===== config.mk =====
export PLATFORM = sky130hd
export DESIGN_NAME = arbitro_compuerta
export DESIGN_NICKNAME = d
export VERILOG_FILES = /design/src/rtl/arbitro_compuerta.sv
export SDC_FILE = /design/constraint.sdc
export NUM_CORES = 1
export LEC_CHECK = 0
export BUFFER_PORTS_ARGS = -buffer_cell sky130_fd_sc_hd__buf_2
export CAP_MARGIN = 10
export CORE_MARGIN = 4
export CORE_UTILIZATION = 55
export DETAILED_ROUTE_END_ITERATION = 10
export PLACE_DENSITY = 0.78
export SKIP_CTS_REPAIR_TIMING = 1
export SYNTH_ARGS = -nofsm -noshare
export SYNTH_HDL_FRONTEND = slang
export SYNTH_SLANG_ARGS = --single-unit

===== constraint.sdc =====
create_clock -name Clk -period 6.9 [get_ports Clk]
set_input_delay 0.69 -clock Clk [delete_from_list [all_inputs] [get_ports Clk]]
set_output_delay 0.69 -clock Clk [all_outputs]
set_load 0.02 [all_outputs]

===== src/rtl/arbitro_compuerta.sv =====
// Shared parking barrier arbiter: grants the barrier to the entry or exit
// lane (round-robin when both are eligible), holds it open until the vehicle
// passes or the grant times out, then closes for one cycle. Tracks lot
// occupancy and refuses entry while the lot is full.
module arbitro_compuerta #(
   parameter int CAPACIDAD = 8,
   parameter int CW        = 4,
   parameter int T_MAX     = 16,
   parameter int TW        = 5
) (
   input  logic          Clk,
   input  logic          Reset,
   input  logic          Req_Entrada,
   input  logic          Req_Salida,
   input  logic          Paso,
   output logic          Gnt_Entrada,
   output logic          Gnt_Salida,
   output logic          Abrir,
   output logic [CW-1:0] Ocupacion,
   output logic          Lleno,
   output logic          Timeout_Err
);

   typedef enum logic [3:0] {
      LIBRE   = 4'b0001,
      GNT_ENT = 4'b0010,
      GNT_SAL = 4'b0100,
      CIERRE  = 4'b1000
   } estado_t;

   estado_t       estado_q, estado_d;
   logic          gnt_ent_q, gnt_ent_d;
   logic          gnt_sal_q, gnt_sal_d;
   logic          abrir_q, abrir_d;
   logic [CW-1:0] ocup_q, ocup_d;
   logic          tout_q, tout_d;
   // 1 when the entry lane was served last, so exit wins the next tie
   logic          ptr_q, ptr_d;
   logic [TW-1:0] cnt_q, cnt_d;

   logic lleno, elig_ent, elig_sal, es_ent;

   assign lleno    = (ocup_q == CW'(CAPACIDAD));
   assign elig_ent = Req_Entrada && !lleno;
   assign elig_sal = Req_Salida && (ocup_q != '0);
   assign es_ent   = (estado_q == GNT_ENT);

   // Next-state, next-output and occupancy/pointer/timer update
   always_comb begin
      estado_d  = estado_q;
      gnt_ent_d = 1'b0;
      gnt_sal_d = 1'b0;
      abrir_d   = 1'b0;
      ocup_d    = ocup_q;
      tout_d    = 1'b0;
      ptr_d     = ptr_q;
      cnt_d     = cnt_q;
      case (estado_q)
         LIBRE: begin
            if (elig_ent && (!elig_sal || !ptr_q)) begin
               estado_d  = GNT_ENT;
               gnt_ent_d = 1'b1;
               abrir_d   = 1'b1;
               cnt_d     = '0;
            end else if (elig_sal) begin
               estado_d  = GNT_SAL;
               gnt_sal_d = 1'b1;
               abrir_d   = 1'b1;
               cnt_d     = '0;
            end
         end
         GNT_ENT, GNT_SAL: begin
            if (Paso) begin
               // Paso beats a simultaneous timeout
               ocup_d   = es_ent ? ocup_q + 1'b1 : ocup_q - 1'b1;
               ptr_d    = es_ent;
               estado_d = CIERRE;
            end else if (cnt_q == TW'(T_MAX - 1)) begin
               tout_d   = 1'b1;
               ptr_d    = es_ent;
               estado_d = CIERRE;
            end else begin
               cnt_d     = cnt_q + 1'b1;
               gnt_ent_d = es_ent;
               gnt_sal_d = !es_ent;
               abrir_d   = 1'b1;
            end
         end
         CIERRE:  estado_d = LIBRE;
         default: estado_d = LIBRE;
      endcase
   end

   // State and registered outputs; reset abandons any grant in flight
   always_ff @(posedge Clk) begin
      if (Reset) begin
         estado_q  <= LIBRE;
         gnt_ent_q <= 1'b0;
         gnt_sal_q <= 1'b0;
         abrir_q   <= 1'b0;
         ocup_q    <= '0;
         tout_q    <= 1'b0;
         ptr_q     <= 1'b0;
         cnt_q     <= '0;
      end else begin
         estado_q  <= estado_d;
         gnt_ent_q <= gnt_ent_d;
         gnt_sal_q <= gnt_sal_d;
         abrir_q   <= abrir_d;
         ocup_q    <= ocup_d;
         tout_q    <= tout_d;
         ptr_q     <= ptr_d;
         cnt_q     <= cnt_d;
      end
   end

   assign Gnt_Entrada = gnt_ent_q;
   assign Gnt_Salida  = gnt_sal_q;
   assign Abrir       = abrir_q;
   assign Ocupacion   = ocup_q;
   assign Lleno       = lleno;
   assign Timeout_Err = tout_q;

endmodule


# == Word level (Yosys, flattened, before mapping) ==
# Cells that the tools add are included.
# totals
reg_bits,18
in_bits,5
output_inout_bits,9
wordCells,65
# op_classes
addsub,3
eq_ne,9
n_mux,27
bitwise_logic,1
reduce_logical,17
# ops
cell,count
4-bit two-way mux,5
5-bit two-way mux,4
1-bit two-way mux,13
5-bit one-hot mux with 2 select lines,1
4-bit one-hot mux with 2 select lines,1
"3-bit != test, second input constant",2
1-bit one-hot mux with 2 select lines,3
2-bit AND reduction,3
"5-bit by 1-bit adder with 5-bit output, second input constant",1
"5-bit by 4-bit equality test with 1-bit output, second input constant",1
"4-bit by 1-bit adder with 4-bit output, second input constant",1
"4-bit by 1-bit equality test with 1-bit output, second input constant",1
"4-bit by 2-bit equality test with 1-bit output, second input constant",1
"4-bit by 3-bit equality test with 1-bit output, second input constant",1
"4-bit equality test, second input constant",1
1-bit logical NOT,4
"2-bit != test, second input constant",2
4-bit AND reduction,1
2-bit nonzero test,2
4-bit nonzero test,1
"4-bit by 1-bit subtractor with 4-bit output, second input constant",1
1-bit logical AND,3
3-bit OR reduction,1
2-bit OR reduction,1
other kinds (2),2

# == Depth between registers and ports, before layout ==
# Gate-level depths: netlist (run 1).
# logic_depth
ltp_word,7
depth_mapped,7
mapped_depth_nobuf,7

# == Worst setup path before layout (run 1) ==
# Ideal clock, no wire load.
# synth_path
kind,register to register
start,register estado_q[1]
end,register ocup_q[3] (netlist: Ocupacion[3])
setup_time_ps,121
arrival_ps,2091
required_ps,6779
setup_slack_ps,4688
stages_incl_launch_ff,8
n_path_buf,0
period_less_slack_ps,2212
path_cell_list,dfxtp_1 nor4b_1 inv_1 ha_1 a21o_2 a21oi_1 mux2i_1 mux2_2
# synth_via
elab_chain_len,3
word_cells_on_any_way,5
cone_classes,eq/ne: 2; mux: 1; reduce/logical: 2
# synth_lines
element,line,text
start: declaration,31,"estado_t estado_q, estado_d;"
start signal: assignment,106,estado_q <= estado_d;
4-bit by 2-bit equality test with 1-bit output / 4-bit by 3-bit equality test with 1-bit output (equally long branches),"46, 58",
2-bit OR reduction,58,case (estado_q)
2-bit AND reduction (no line),-,
end signal: assignment,110,ocup_q <= ocup_d;
end: declaration,35,"logic [CW-1:0] ocup_q, ocup_d;"
# Parallel ways exist; a longest one is shown, timed or not.
# A chain may end at the register's enable or synchronous reset.

# == Worst setup path in the final report (run 1) ==
# Ends and elaborated chain as after synthesis.

==> key figures, run 1 <==
Global routing
  • Layer with the highest usage: met2
  • First-pass GRT wire length: 3.37 mm
  • Global-route track usage on met2: 28.1%
  • M1 GR Usage: 22.4%
  • Global route overflow: 0
  • Total track usage: 17.8%
  • Antenna violations before repair: 0
  • Vias in the first global route: 770
  • Met3 usage: 5.50%
  • Largest net degree at the start of global routing: 21

Route
  • WL/cell: 14.7 um
  • Routed via count: 769
  • Remaining DRCs: 0
  • Total routed wirelength: 1.87 mm
  • Initial DRC Count: 19
  • First drt pass iteration count: 4
  • Final ANT Viol Nets: 0
  • Vias per Instance: 6.06

Timing
  • Hold_ws: 0.507 ns
  • Slew HR: 71.4%
  • Final period util: 34.3%
  • Clk_skew: 0.00121 ns
  • Slew Viols, Final: 0
  • Slew @ Worst Pin: 0.423 ns
  • Final Setup Violations: 0
  • Final hold vios: 0
  • Post-Route Setup TNS: 0 ns
  • Unrepaired setup endpoints after global routing: false
  • Minimum clock period: 2.37 ns
  • Fmax: 422 MHz

Min path
  • HP Start: ptr_q$_SDFFE_PP0P_
  • Hold WC Path Type: reg -> reg

Job
  • Max-cap violation count: 0

Synthesis
  • Leading cell type by number of instances after synthesis: dfxtp_1
  • Synth cell count leaders: dfxtp_1 (18), a21oi_1 (7), nand3_1 (7), nor2_1 (7), nand2_1 (6)
  • Seq/Total Area, Yosys: 38.1%
  • Yosys synthesis warning count: 0
  • Primary FF master, synth: dfxtp_1
  • Post-Syn Nets: 108
  • Synth cell types: 37
  • Cells after Synth: 98
  • Synth async-reset ratio: 0%
  • Post-synth EDFFs: 0
  • Yosys top cell by area: dfxtp_1
  • Synth area leaders: dfxtp_1 (38%), ha_1 (5.3%), a21oi_1 (3.7%), nand3_1 (3.7%), a311oi_2 (3.2%)
  • FF+latch count, synth: 18
  • Synth Area per Inst: 9.64 um2
  • Synthesized area: 945 um2
  • Synth top area share: 38.1%

Worst setup path
  • Critical path peak fanout: 5
  • Reg-to-reg critical path startpoint: estado_q[1]$_SDFFE_PP0P_
  • Setup crit start kind: flop
  • CP endpoint kind: flop
  • WS Path Type: reg -> reg
  • Critical Path AT: 2.55 ns
  • CP startpoint: estado_q[1]$_SDFFE_PP0P_
  • Required time worst endpoint: 7.08 ns

Cells and area
  • Share of cells above drive strength 1: 24.3%
  • Diode count: 0
  • Area delta synth->final: 10.2%
  • Design area: 0.00104 mm2
  • Non-filler cells, final: 127
  • Net count, final: 123
  • Fill cells: 129

Floorplan
  • Die area: 0.00244 mm2
  • Die width: 49.4 um
  • Core ar.: 0.00156 mm2
  • Die Y: 49.4 um
  • # IOs: 14
  • Initial Util: 60.6%
  • Rows: 14

Pwr
  • PD cells: 182 mW/mm2
  • Leakage power: 0.434 nW
  • VDD IR max: 143 uV

CTS
  • CTS tree: built
  • Clk sinks: 18
  • Clock Latency Late Sink: 0.29 ns
  • Worst-path clk slew: 0.10 ns
  • H-tree depth: 1
  • Root Driver: clkbuf_4
  • CTS Buffer Depth: 2
  • Num CTS Buffers: 3

Run status
  • Status: finished, final reports clean

Placement
  • Port buffer count: 13
  • Final GP Congestion: 0.757
  • DP Wirelength: 1.44 mm
  • Cells after DPL: 124
  • Area after DPL: 0.00102 mm2
==> layout by cell type (no fill, tap or decap), types with 2 or more instances in the layout <==
cell       Yosys  layout
nand3_1        7       7
nand2_1        6       6
nor2_1         7       7
a21oi_1        7       7
o2111ai_1      2       2
buf_2          0      13
inv_1          4       4
nor4b_1        2       2
a311oi_2       2       2
and3_1         2       2
nor3_1         3       3
ha_1           4       4
o21ai_0        3       3
a211oi_1       2       2
dfxtp_1       18      18
clkbuf_4       0       3
xor2_1         3       3
nand4b_1       2       2
nand2b_1       2       2
==> routing by layer <==
metal,vias to the layer above,share of wire (%)
met5,-,0
met4,0,1.7
met3,4,5.0
met2,25,44
met1,352,49
li1,388,-
==> state kept, by name, summed over array words and instances, names as in the netlist <==
signal / count
cnt_q: 5
Ocupacion: 4
estado_q: 4
Abrir: 1
Gnt_Entrada: 1
Gnt_Salida: 1
Timeout_Err: 1
ptr_q: 1
==> through the flow <==
stage / util [%] / power [W] / worst slack, ns
global placement: 65.3 / 0.000140 / 4.62
floorplan: - / 0.000134 / 4.69
global route: 66.8 / 0.000199 / 4.37
CTS: 66.8 / 0.000191 / 4.52
detailed placement: 65.3 / 0.000141 / 4.52
finish: 66.8 / 0.000189 / 4.53
==> cell type report <==
cell class              instances  area, um2  area share (%)
multi-input cells              73        558            53.6
well taps                      16       20.0            1.92
inverters                       4       15.0            1.44
clock buffers                   3       22.5            2.16
flip-flops and latches         18        360            34.6
repair buffers                 13       65.1            6.25
==> path summary, 6_finish.rpt <==
path                            depth (start not counted)  slack (ns)                         to
worst max-delay path                                    7        4.53  Ocupacion[3]$_SDFFE_PP0P_
worst min register to register                          2        0.51         ptr_q$_SDFFE_PP0P_
worst max register to register                          7        4.53  Ocupacion[3]$_SDFFE_PP0P_
worst min-delay path                                    2        0.51         ptr_q$_SDFFE_PP0P_
==> kinds of logic after synthesis <==
family,after synthesis,share of synthesized area (%)
adder cells (fa/ha/maj),5,7.42
AO/OA/AOI/OAI,24,20.8
buffers and inverters,7,2.78
multiplexers,3,3.84
XOR/XNOR,3,2.78
AND/OR/NAND/NOR,38,24.2
flip-flops,18,38.1
==> critical path, stage by stage (launching register included) <==
cell     delay (ns)
dfxtp_1        0.45
nor4b_1        0.40
inv_1          0.18
ha_1           0.30
a21o_2         0.21
a21oi_1        0.17
mux2i_1        0.22
mux2_2         0.34
==> power breakdown <==
part | internal, W | total [W] | switching, W
clock network | 0.0000203 | 0.0000508 | 0.0000305
registers | 0.000107 | 0.000110 | 0.00000287
logic | 0.0000113 | 0.0000287 | 0.0000174
total | 0.000138 | 0.000189 | 0.0000508
Power figures use the tool's default switching activity.
==> inputs of run 2 (changes only) <==
- CORE_ASPECT_RATIO: not set -> 1.4
- CORE_UTILIZATION: 55 -> 49
- PLACE_DENSITY: 0.78 -> 0.74
- clock period: 6.9 -> 2.16 ns (I/O delays scaled with it)
==> key figures, run 2 (synthesized netlist as in run 1, its figures left out) <==
Run status
  • Status: finished, final reports clean

Min path
  • Hold WC Path Type: in -> reg
  • Hold path cells: 2 (unchanged)
  • Hold worst-path end: Timeout_Err$_SDFF_PP0_
  • HP Start: Paso

Timing
  • Final hold vios: 0 (unchanged)
  • Final Setup Violations: 0 (unchanged)
  • Slew Viols, Final: 0 (unchanged)
  • Final period util: 94.6% (+60 points)
  • Fmax: 489 MHz (+16%)
  • Unrepaired setup endpoints after global routing: false
  • Post-Route Setup TNS: 0 ns (unchanged)
  • Clk_skew: 0.00447 ns (+0.00326 ns)
  • Slew HR: 73.9% (+2.5 points)
  • Slew @ Worst Pin: 0.389 ns (-0.0340 ns)
  • Minimum clock period: 2.04 ns (-0.324 ns)

CTS
  • Root Driver: clkbuf_4
  • Clock Latency Late Sink: 0.29 ns (about the same)
  • Worst-path clk slew: 0.10 ns (about the same)
  • H-tree depth: 1 (unchanged)
  • Clk sinks: 18 (unchanged)
  • CTS tree: built
  • Num CTS Buffers: 3 (unchanged)
  • CTS Buffer Depth: 2 (unchanged)

Floorplan
  • Die area: 0.00270 mm2 (+11%)
  • # IOs: 14 (unchanged)
  • Rows: 18 (+4)
  • Die Y: 60.0 um (+21%)
  • Initial Util: 52.4% (-8.2 points)
  • Die width: 45.1 um (-8.8%)
  • Core ar.: 0.00180 mm2 (+16%)

Cells and area
  • Net count, final: 129 (+4.9%)
  • Most frequent cells in the layout: dfxtp_1 (18), buf_2 (13), nor2_1 (7), nand3_1 (7)
  • Max reg flops: 5 (unchanged)
  • Diode count: 0 (unchanged)
  • Share of cells above drive strength 1: 30.5% (+6.2 points)
  • Register with the most flip-flops: cnt_q
  • Area delta synth->final: 18.0%
  • Commonest non-fill, non-tap cell in the layout: dfxtp_1
  • Design area: 0.00111 mm2 (+7.1%)

Route
  • Final ANT Viol Nets: 0 (unchanged)
  • WL/cell: 14.6 um (-1.2%)
  • Total routed wirelength: 2.01 mm (+7.3%)
  • First drt pass iteration count: 2 (-2)
  • Routed via count: 834 (+8.5%)
  • Initial DRC Count: 17 (-2)
  • Remaining DRCs: 0 (unchanged)
  • Vias per Instance: 6.04 (-0.19%)

Pwr
  • Sw Pwr: 0.000171 W (+240%)
  • VDD IR max: 439 uV (+210%)
  • Seq pwr share: 52.8% (-5.2 points)
  • Combinational power share: 15.8% (+0.6 points)
  • Switching share of power: 26.1% (-0.81 points)
  • Leakage power: 0.473 nW (+8.8%)
  • Int Pwr: 0.000486 W (+250%)
  • PD cells: 590 mW/mm2 (+220%)
  • Part of the power in the clock network: 31.4% (+4.6 points)

Worst setup path
  • Reg-to-reg critical path startpoint: estado_q[2]$_SDFFE_PP0P_
  • CP startpoint: estado_q[2]$_SDFFE_PP0P_
  • Critical path peak fanout: 2 (-3)
  • WS Path Type: reg -> reg
  • CP endpoint kind: flop
  • Setup crit start kind: flop
  • Required time worst endpoint: 2.35 ns (-4.73 ns)
  • Critical Path AT: 2.23 ns (-0.32 ns)
  • R2R Setup Slk: 0.12 ns (-4.42 ns)
  • Reg2reg end: Ocupacion[3]$_SDFFE_PP0P_
  • Reg2reg path depth: 7 (unchanged)

Placement
  • Port buffer count: 13 (unchanged)
  • Area after DPL: 0.00107 mm2 (+5.5%)
  • Final GP Congestion: 0.820 (+8.3%)
  • DP Wirelength: 1.53 mm (+6.5%)

Global routing
  • First-pass GRT wire length: 3.31 mm (-1.8%)
  • Global route overflow: 0 (unchanged)
  • Vias in the first global route: 747 (-3.0%)
  • Total track usage: 16.7% (-1.2 points)
  • Antenna violations before repair: 0 (unchanged)
  • Largest net degree at the start of global routing: 21 (unchanged)

Job
  • Max-cap violation count: 0 (unchanged)
run 2: worst max path at each step:
stage	slack, ns	to	cells after the start
after floorplan	0.06	Ocupacion[3]$_SDFFE_PP0P_	7
after global placement	0.15	Ocupacion[3]$_SDFFE_PP0P_	7
after detailed placement	0.07	Ocupacion[3]$_SDFFE_PP0P_	7
after CTS	0.06	Ocupacion[3]$_SDFFE_PP0P_	7
after global routing	0.003	Ocupacion[3]$_SDFFE_PP0P_	7
final	0.12	Ocupacion[3]$_SDFFE_PP0P_	7
run 2: power by group through the flow:
stage	logic (W)	registers (W)	clock network, W
finish	0.000104	0.000347	0.000207
global route	0.000114	0.000349	0.000220
CTS	0.000103	0.000348	0.000213
detailed placement	0.000103	0.000355	0
global placement	0.000101	0.000355	0
floorplan	0.0000646	0.000363	0
run 2: final cells by class:
type	count	area, um2
Tap cell	20	25.0
Clock buffer	4	36.3
Timing Repair Buffer	19	110
Sequential cell	18	360
Multi-Input combinational cell	73	568
Fill cell	152	687
Inverter	4	15.0
run 2: per-stage QoR:
stage          instances  util, %  setup WS (ns)  power (W)  hold slack [ns]
2_1_floorplan         98        -         0.0642   0.000428            0.400
3_3_place_gp         134     59.7          0.148   0.000456            0.486
3_5_place_dp         134     59.7         0.0730   0.000459            0.499
4_1_cts              138     61.7         0.0628   0.000664            0.203
5_1_grt              138     61.9        0.00288   0.000683            0.209
6_report             138     61.9          0.117   0.000658            0.206
run 2: critical path: stages (launching register included):
cell	delay, ns
dfxtp_1	0.33
nor4b_2	0.32
inv_1	0.10
ha_1	0.28
a21o_2	0.22
a21oi_2	0.14
mux2i_1	0.20
mux2_2	0.34
run 2: layer usage:
layer  part of all wire, %  vias up  GRT usage (%)  routed length, um
met5                     0        -              0                  0
met3                   2.4        5           1.81                 49
met1                    39      410           18.9                793
li1                      -      408              -                  -
met2                    56       11           30.2               1130
met4                   1.6        0           7.53                 33
